### src/rtl/mips_pkg.sv
// mips_pkg: shared opcodes and 2-bit branch predictor counter encodings.
package mips_pkg;
  localparam logic [5:0] OP_BEQ = 6'b000100;
  localparam logic [5:0] OP_BNE = 6'b000101;
  localparam logic [1:0] BP_SNT = 2'b00;
  localparam logic [1:0] BP_WNT = 2'b01;
  localparam logic [1:0] BP_WT  = 2'b10;
  localparam logic [1:0] BP_ST  = 2'b11;
  localparam logic [1:0] BP_RESET = BP_WNT;
endpackage

### src/rtl/sat_counter2.sv
// sat_counter2: next state of a 2-bit saturating taken/not-taken counter.
module sat_counter2
  import mips_pkg::*;
(
  input  logic [1:0] cnt_i,
  input  logic       taken_i,
  output logic [1:0] cnt_o
);
  always_comb begin
    cnt_o = taken_i ? ((cnt_i == BP_ST)  ? BP_ST  : cnt_i + 2'd1)
                    : ((cnt_i == BP_SNT) ? BP_SNT : cnt_i - 2'd1);
  end
endmodule

### src/rtl/branch_predict_unit.sv
// branch_predict_unit: bimodal fetch predictor with decode-stage resolve, redirect and stats.
module branch_predict_unit
  import mips_pkg::*;
#(
  parameter int INDEX_BITS = 6,
  parameter int STAT_BITS  = 32
) (
  input  logic                 Clk,
  input  logic                 Reset,
  input  logic [31:0]          PCF,
  input  logic [31:0]          PCPlus4F,
  input  logic [31:0]          InstructionF,
  output logic                 predictF,
  output logic [31:0]          PCPredF,
  input  logic                 Fetch_Enable,
  input  logic                 BranchD,
  input  logic                 TakenD,
  input  logic                 predictD,
  input  logic [31:0]          PCD,
  input  logic [31:0]          PCPlus4D,
  input  logic [31:0]          PCBranchD,
  output logic                 Flush,
  output logic                 RedirectValidD,
  output logic [31:0]          RedirectPCD,
  output logic [STAT_BITS-1:0] BranchCount,
  output logic [STAT_BITS-1:0] MispredictCount
);
  localparam int ENTRIES = 1 << INDEX_BITS;
  logic [1:0]            table_q [ENTRIES];
  logic [STAT_BITS-1:0]  branch_cnt_q, mispred_cnt_q;
  logic [INDEX_BITS-1:0] idx_f, idx_d;
  logic [1:0]            upd_cnt;
  logic [15:0]           imm;
  logic [31:0]           target_f;
  logic                  is_branch_f, resolve_d, mispred_d;
  logic                  unused_bits;
  assign idx_f = PCF[INDEX_BITS+1:2];
  assign idx_d = PCD[INDEX_BITS+1:2];
  assign imm   = InstructionF[15:0];
  assign unused_bits = ^{PCF[31:INDEX_BITS+2], PCF[1:0], PCD[31:INDEX_BITS+2], PCD[1:0],
                         InstructionF[25:16]};
  always_comb begin
    is_branch_f    = (InstructionF[31:26] == OP_BEQ) || (InstructionF[31:26] == OP_BNE);
    target_f       = PCPlus4F + {{14{imm[15]}}, imm, 2'b00};
    predictF       = is_branch_f & table_q[idx_f][1];
    PCPredF        = predictF ? target_f : PCPlus4F;
    resolve_d      = BranchD & Fetch_Enable & ~Reset;
    mispred_d      = resolve_d & (predictD != TakenD);
    Flush          = mispred_d;
    RedirectValidD = mispred_d;
    RedirectPCD    = TakenD ? PCBranchD : PCPlus4D;
  end
  sat_counter2 u_sat (
    .cnt_i   (table_q[idx_d]),
    .taken_i (TakenD),
    .cnt_o   (upd_cnt)
  );
  // fetch reads table_q directly, so a same-cycle update is only seen next cycle
  always_ff @(posedge Clk) begin
    if (Reset) begin
      for (int i = 0; i < ENTRIES; i++) table_q[i] <= BP_RESET;
      branch_cnt_q  <= '0;
      mispred_cnt_q <= '0;
    end else if (resolve_d) begin
      table_q[idx_d] <= upd_cnt;
      branch_cnt_q   <= branch_cnt_q + STAT_BITS'(~&branch_cnt_q);
      if (mispred_d) mispred_cnt_q <= mispred_cnt_q + STAT_BITS'(~&mispred_cnt_q);
    end
  end
  assign BranchCount     = branch_cnt_q;
  assign MispredictCount = mispred_cnt_q;
endmodule

### config.mk
export PLATFORM = sky130hd
export DESIGN_NAME = branch_predict_unit
export DESIGN_NICKNAME = d
export VERILOG_FILES = /design/src/rtl/mips_pkg.sv /design/src/rtl/sat_counter2.sv /design/src/rtl/branch_predict_unit.sv
export SDC_FILE = /design/constraint.sdc
export NUM_CORES = 1
export LEC_CHECK = 0
export BUFFER_PORTS_ARGS = -buffer_cell sky130_fd_sc_hd__buf_4
export CORE_MARGIN = 3
export CORE_UTILIZATION = 48
export CTS_CLUSTER_DIAMETER = 50
export DETAILED_ROUTE_END_ITERATION = 8
export PLACE_DENSITY_LB_ADDON = 0.1
export SYNTH_ARGS = -nofsm -noshare
export SYNTH_HDL_FRONTEND = slang
export SYNTH_SLANG_ARGS = --single-unit
### constraint.sdc
create_clock -name Clk -period 4 [get_ports Clk]
set_input_delay 0.4 -clock Clk [delete_from_list [all_inputs] [get_ports Clk]]
set_output_delay 0.4 -clock Clk [all_outputs]
set_load 0.05 [all_outputs]
* After elaboration in Yosys (flattened, before gate mapping)
Memory sizes are Yosys's and may differ from the RTL's.
Index checks and enable logic that the tools add are counted.
** Operators by class
- Order comparisons :: 0
- Shift operators :: 0
- Reduce and logical (&&, ||, !) cells :: 8
- Bitwise gates (word level) :: 5
- Multiply operators :: 0
- Add/subtract/negate cells :: 5
- Equality and inequality tests :: 4
- Muxes and demuxes :: 13
- Div/mod/pow operators :: 0
** Operators with widths (count)
- 32-bit by 1-bit adder with 32-bit output :: 2
- 32-bit 2-to-1 mux :: 2
- 32-bit AND reduction :: 2
- 32-bit adder :: 1
- 6-bit by 3-bit equality test with 1-bit output, second input constant :: 2
- 2-bit 2-to-1 mux :: 4
- 1-bit 2-to-1 mux :: 6
- 6-bit 2-to-1 mux :: 1
- 1-bit AND :: 4
- 2-bit by 1-bit adder with 2-bit output, second input constant :: 1
- 2-bit equality test, second input constant :: 1
- 1-bit logical NOT :: 2
- 2-bit logical NOT :: 1
- 2-bit AND reduction :: 1
- 2-bit OR reduction :: 1
- 2-bit by 1-bit subtractor with 2-bit output, second input constant :: 1
- 1-bit logical OR :: 1
- 1-bit inequality test :: 1
- 1-bit inverter :: 1
** Word-level totals
- Input bits :: 198
- Flip-flop bits (word level) :: 64
- Bits in read-only memories :: 0
- Memories :: 1
- Output and inout port bits :: 131
- Bits in writable memories :: 128
- Latch bits :: 0
- Word-level logic and storage cells :: 38
** Memory list
- table_q :: words 64, bits a word 2, rd ports 2, clocked after memory_dff 0, wr ports 64, line branch_predict_unit.sv:29 : logic [1:0] table_q [ENTRIES];

* Logic depth before layout (Yosys ltp)
- Word-level depth :: 7
- Mapped depth :: 15
- Gate-level depth less buffers :: 14

* Hierarchy
A second synthesis with hierarchy kept.
** Unflattened totals
- Cell total of the unflattened synthesis :: 1245
- Area, all modules :: 11941.5 um^2
** By module, submodules not included
- branch_predict_unit :: area an instance 11915.2 um^2, seq. area each 5124.9 um^2, times used 1, cells an instance 1242
- sat_counter2 :: area an instance 26.3 um^2, seq. area each 0.0 um^2, times used 1, cells an instance 3

* Least setup slack after synthesis
OpenSTA, ideal clock, no wires.
- Path type :: input to output
- Start point :: input PCPlus4F[2]
- End point :: output PCPredF[24]
- Required time :: 3600 ps
- Path slack :: 169 ps
- Arrival :: 3431 ps
- Stages :: 10
- Buffers on the path :: 0
- Path through :: ha_1 > fa_1 > a211oi_1 > nor4_1 > nor2_1 > a211oi_1 > or2_2 > a311oi_1 > xor2_1 > o21ai_0
** On the way
- Word-level cells in the longest chain between the ends :: 2
** Ends and longest elaborated chain
- from (decl) :: line branch_predict_unit.sv:11 : input logic [31:0] PCPlus4F,
- 32-bit adder :: line branch_predict_unit.sv:44 : target_f = PCPlus4F + {{14{imm[15]}}, imm, 2'b00};
- 32-bit 2-to-1 mux :: line branch_predict_unit.sv:46 : PCPredF = predictF ? target_f : PCPlus4F;
- to (decl) :: line branch_predict_unit.sv:14 : output logic [31:0] PCPredF,
Every way passes these cells.

* Worst setup path in the final report
- Start point :: input PCPlus4F[2]
- End point :: output PCPredF[26]
Same word-level chain as after synthesis.

==> results.sh <==
export IMPL_grt_total_usage_pct=24.4
export IMPL_cts_tree="yes"
export IMPL_start_util_pct=49.7
export IMPL_slowest_delay_ns=0.44
export IMPL_num_vias=10388
export IMPL_synth_distinct_cells=69
export IMPL_syn_inst=1244
export IMPL_busiest_layer="met2"
export IMPL_cp_required_ns=3.60
export IMPL_ys_ff_latch=192
export IMPL_area_delta_synth_final_pct=21.6
export IMPL_grt_met3_usage_pct=4.55
export IMPL_grt_antenna_before_repair=0
export IMPL_postCtsSetupBuffers=0
export IMPL_via_per_inst=5.79
export IMPL_final_cell_mix="282 x buf_4, 128 x edfxtp_1, 121 x nand2_1"
export IMPL_placedCellCount=1761
export IMPL_overflow=0
export IMPL_drc=0
export IMPL_cpMaxStageDelayCell="fa_1"
export IMPL_cts_resized_gates=0
export IMPL_cts_sinks=192
export IMPL_outcome="complete, no violations"
export IMPL_postSynthAreaPerCell_sq_um=9.88
export IMPL_ir_worst_vdd_mv=0.267
export IMPL_final_cells=1793
export IMPL_wl_per_cell_microns=19.2
export IMPL_grt_use_met2_pct=38.6
export IMPL_drv_slew=0
export IMPL_dieArea_sq_mm=0.0276
export IMPL_fin_area_sq_mm=0.0150
export IMPL_relSlewSlack_pct=28.7
export IMPL_grt_max_degree=69
export IMPL_worst_slew_pin_slew_ns=1.07
export IMPL_hpwl_microns=24600
export IMPL_tns_ns=0
export IMPL_die_width_microns=166
export IMPL_die_h_microns=166
export IMPL_insertedDiodeCount=0
export IMPL_place_ws_ns=0.430
export IMPL_hold_violations=0
export IMPL_start_kind="input pin"
export IMPL_leakage_nw=5.74
export IMPL_crit_arrival_ns=3.18
export IMPL_clock_root_buffer="clkbuf_16"
export IMPL_worstSetupPathType="input pin to output pin"
export IMPL_grt_pass1_vias=9850
export IMPL_hp_class="input pin to flip-flop"
export IMPL_clkSlewWorstSetupHoldPaths_ns=0.08
export IMPL_htreeDepth=4
export IMPL_period_needed_ns=3.58
export IMPL_power_density_mw_per_mm2=325
export IMPL_synthesis_nets=1476
export IMPL_timing_fmax_mhz=280
export IMPL_seq_area_sq_mm=0.00512
export IMPL_yosysTopAreaCell="edfxtp_1"
export IMPL_synthArstFlopShare_pct=0
export IMPL_maxCapViolCount=0
export IMPL_synth_ff_type="edfxtp_1"
export IMPL_crit_path_cell_trace="buf_4, ha_1, fa_1, a211oi_1, nor4_1, nor2_1, a211oi_1, or2_2, a31o_2, xnor2_1, o21ai_0, buf_4"
export IMPL_num_io_pins=329
export IMPL_drive_gt1_share_pct=28.5
export IMPL_rsz0062_at_grt="no"
export IMPL_clock_skew_ns=0.0147
export IMPL_cts_buffers=17
export IMPL_setup_ws_ns=0.423
export IMPL_fill_cells=2161
export IMPL_path_max_fanout=3
export IMPL_timing_final_crit_share_pct=89.4
export IMPL_yosys_warnings=0
export IMPL_synth_edf_count=128
export IMPL_place_congestion=0.835
export IMPL_port_buffers=261
export IMPL_clk_latency_ns=0.44
export IMPL_synth_top_cells_by_area="edfxtp_1 31%, dfxtp_1 10%, mux4_2 4.8%"
export IMPL_synth_area_sq_mm=0.0123
export IMPL_end_kind="output pin"
export IMPL_std_cell_rows=57
export IMPL_nets=1688
export IMPL_dr_pass1_iters=5
export IMPL_final_antenna_net_count=0
export IMPL_whs_ns=0.255
export IMPL_met1_usage_pct=34.9
export IMPL_hold_buffers=0
export IMPL_setup_viol=0
export IMPL_synth_top_area_share_pct=31.3
export IMPL_multi_input_area_sq_mm=0.00661
export IMPL_postPlaceCellArea_sq_mm=0.0144
export IMPL_coreArea_sq_mm=0.0247
export IMPL_synth_seq_area_share_pct=41.7
export IMPL_grt_pass1_wl_microns=54300
export IMPL_layout_commonest_cell="buf_4"
export IMPL_routed_wl_microns=34500
export IMPL_clockBufferDepth=2
export IMPL_r2r_setup_slack_ns=0.56
export IMPL_drt_iter0_markers=854
[stage by stage]
step / power, mW / util (%)
final: 4.86 / 60.4
after global routing: 5.05 / 60.4
after CTS: 4.88 / 60.4
after detailed placement: 3.22 / 58.0
after global placement: 3.21 / 58.0
after floorplan: 2.92 / -
[registers in the layout, indices dropped and copies added (netlist names)]
register         count
BranchCount         32
MispredictCount     32
table_q            128
[layout make-up]
type / count / share of cell area, %
clock inverters: 13 / 0.962
inverters: 19 / 0.477
repair buffers: 284 / 14.4
flip-flops and latches: 192 / 34.3
multi-input cells: 942 / 44.2
well taps: 324 / 2.71
clock buffers: 19 / 2.96
[cells in the mapped netlist, types with 3 or more instances]
cell	n
a21o_1	39
nand2_1	121
o31ai_1	3
a211oi_1	6
or2_2	18
o21a_1	4
nand4_1	19
nor3_1	62
and3_1	13
buf_1	6
o211ai_1	5
a22oi_1	4
or3_1	15
a31oi_1	3
dfxtp_1	64
and4_1	4
clkbuf_1	46
and2_1	7
nand2b_1	25
buf_4	5
a21oi_1	45
a311oi_1	3
o21ai_0	51
nor2_2	6
mux2i_1	23
mux4_1	15
a22o_1	3
xor2_1	43
edfxtp_1	128
o21bai_1	7
buf_6	17
nor2b_1	8
buf_2	16
xnor2_1	26
nor3b_1	5
o22ai_1	5
ha_1	33
inv_1	18
nand3_1	97
nor2_1	119
mux2_2	41
nor4_1	7
mux4_2	26
[critical path: cells and delay by family]
kind / cells / cell delay (ns)
AO/OA/AOI/OAI: 4 / 1.00
AND/OR/NAND/NOR: 3 / 0.65
XOR/XNOR: 1 / 0.12
buffers and inverters: 2 / 0.35
adder cells (fa/ha/maj): 2 / 0.66
[worst paths after layout]
kind	from	to	cells after the start
setup / recovery	PCPlus4F[2]	PCPredF[26]	12
hold / removal	Fetch_Enable	BranchCount[0]$_SDFFE_PP0P_	3
setup reg to reg	MispredictCount[15]$_SDFFE_PP0P_	MispredictCount[31]$_SDFFE_PP0P_	13
hold reg to reg	BranchCount[0]$_SDFFE_PP0P_	BranchCount[0]$_SDFFE_PP0P_	2
[kinds of logic after synthesis]
| group | share of synthesized area, % |
|---|---|
| buf+inv | 4.72 |
| simple gates | 21.0 |
| compound gates | 10.4 |
| fa+ha+maj | 3.61 |
| xor+xnor | 4.92 |
| mux | 13.6 |
| flops | 41.7 |
[report_power, final]
group	internal (mW)	switching, mW	total (mW)
logic	0.399	0.630	1.03
clock network	0.855	0.828	1.68
registers	2.13	0.0161	2.15
total	3.39	1.47	4.86
[layer usage]
metal  wire length, microns  vias to the layer above
met3                   2230                       35
met2                  16400                      352
met4                    484                        0
met1                  15300                     5014
li1                       -                     4987
met5                      0                        -
Note: power is estimated with default switching activity, not from simulation.
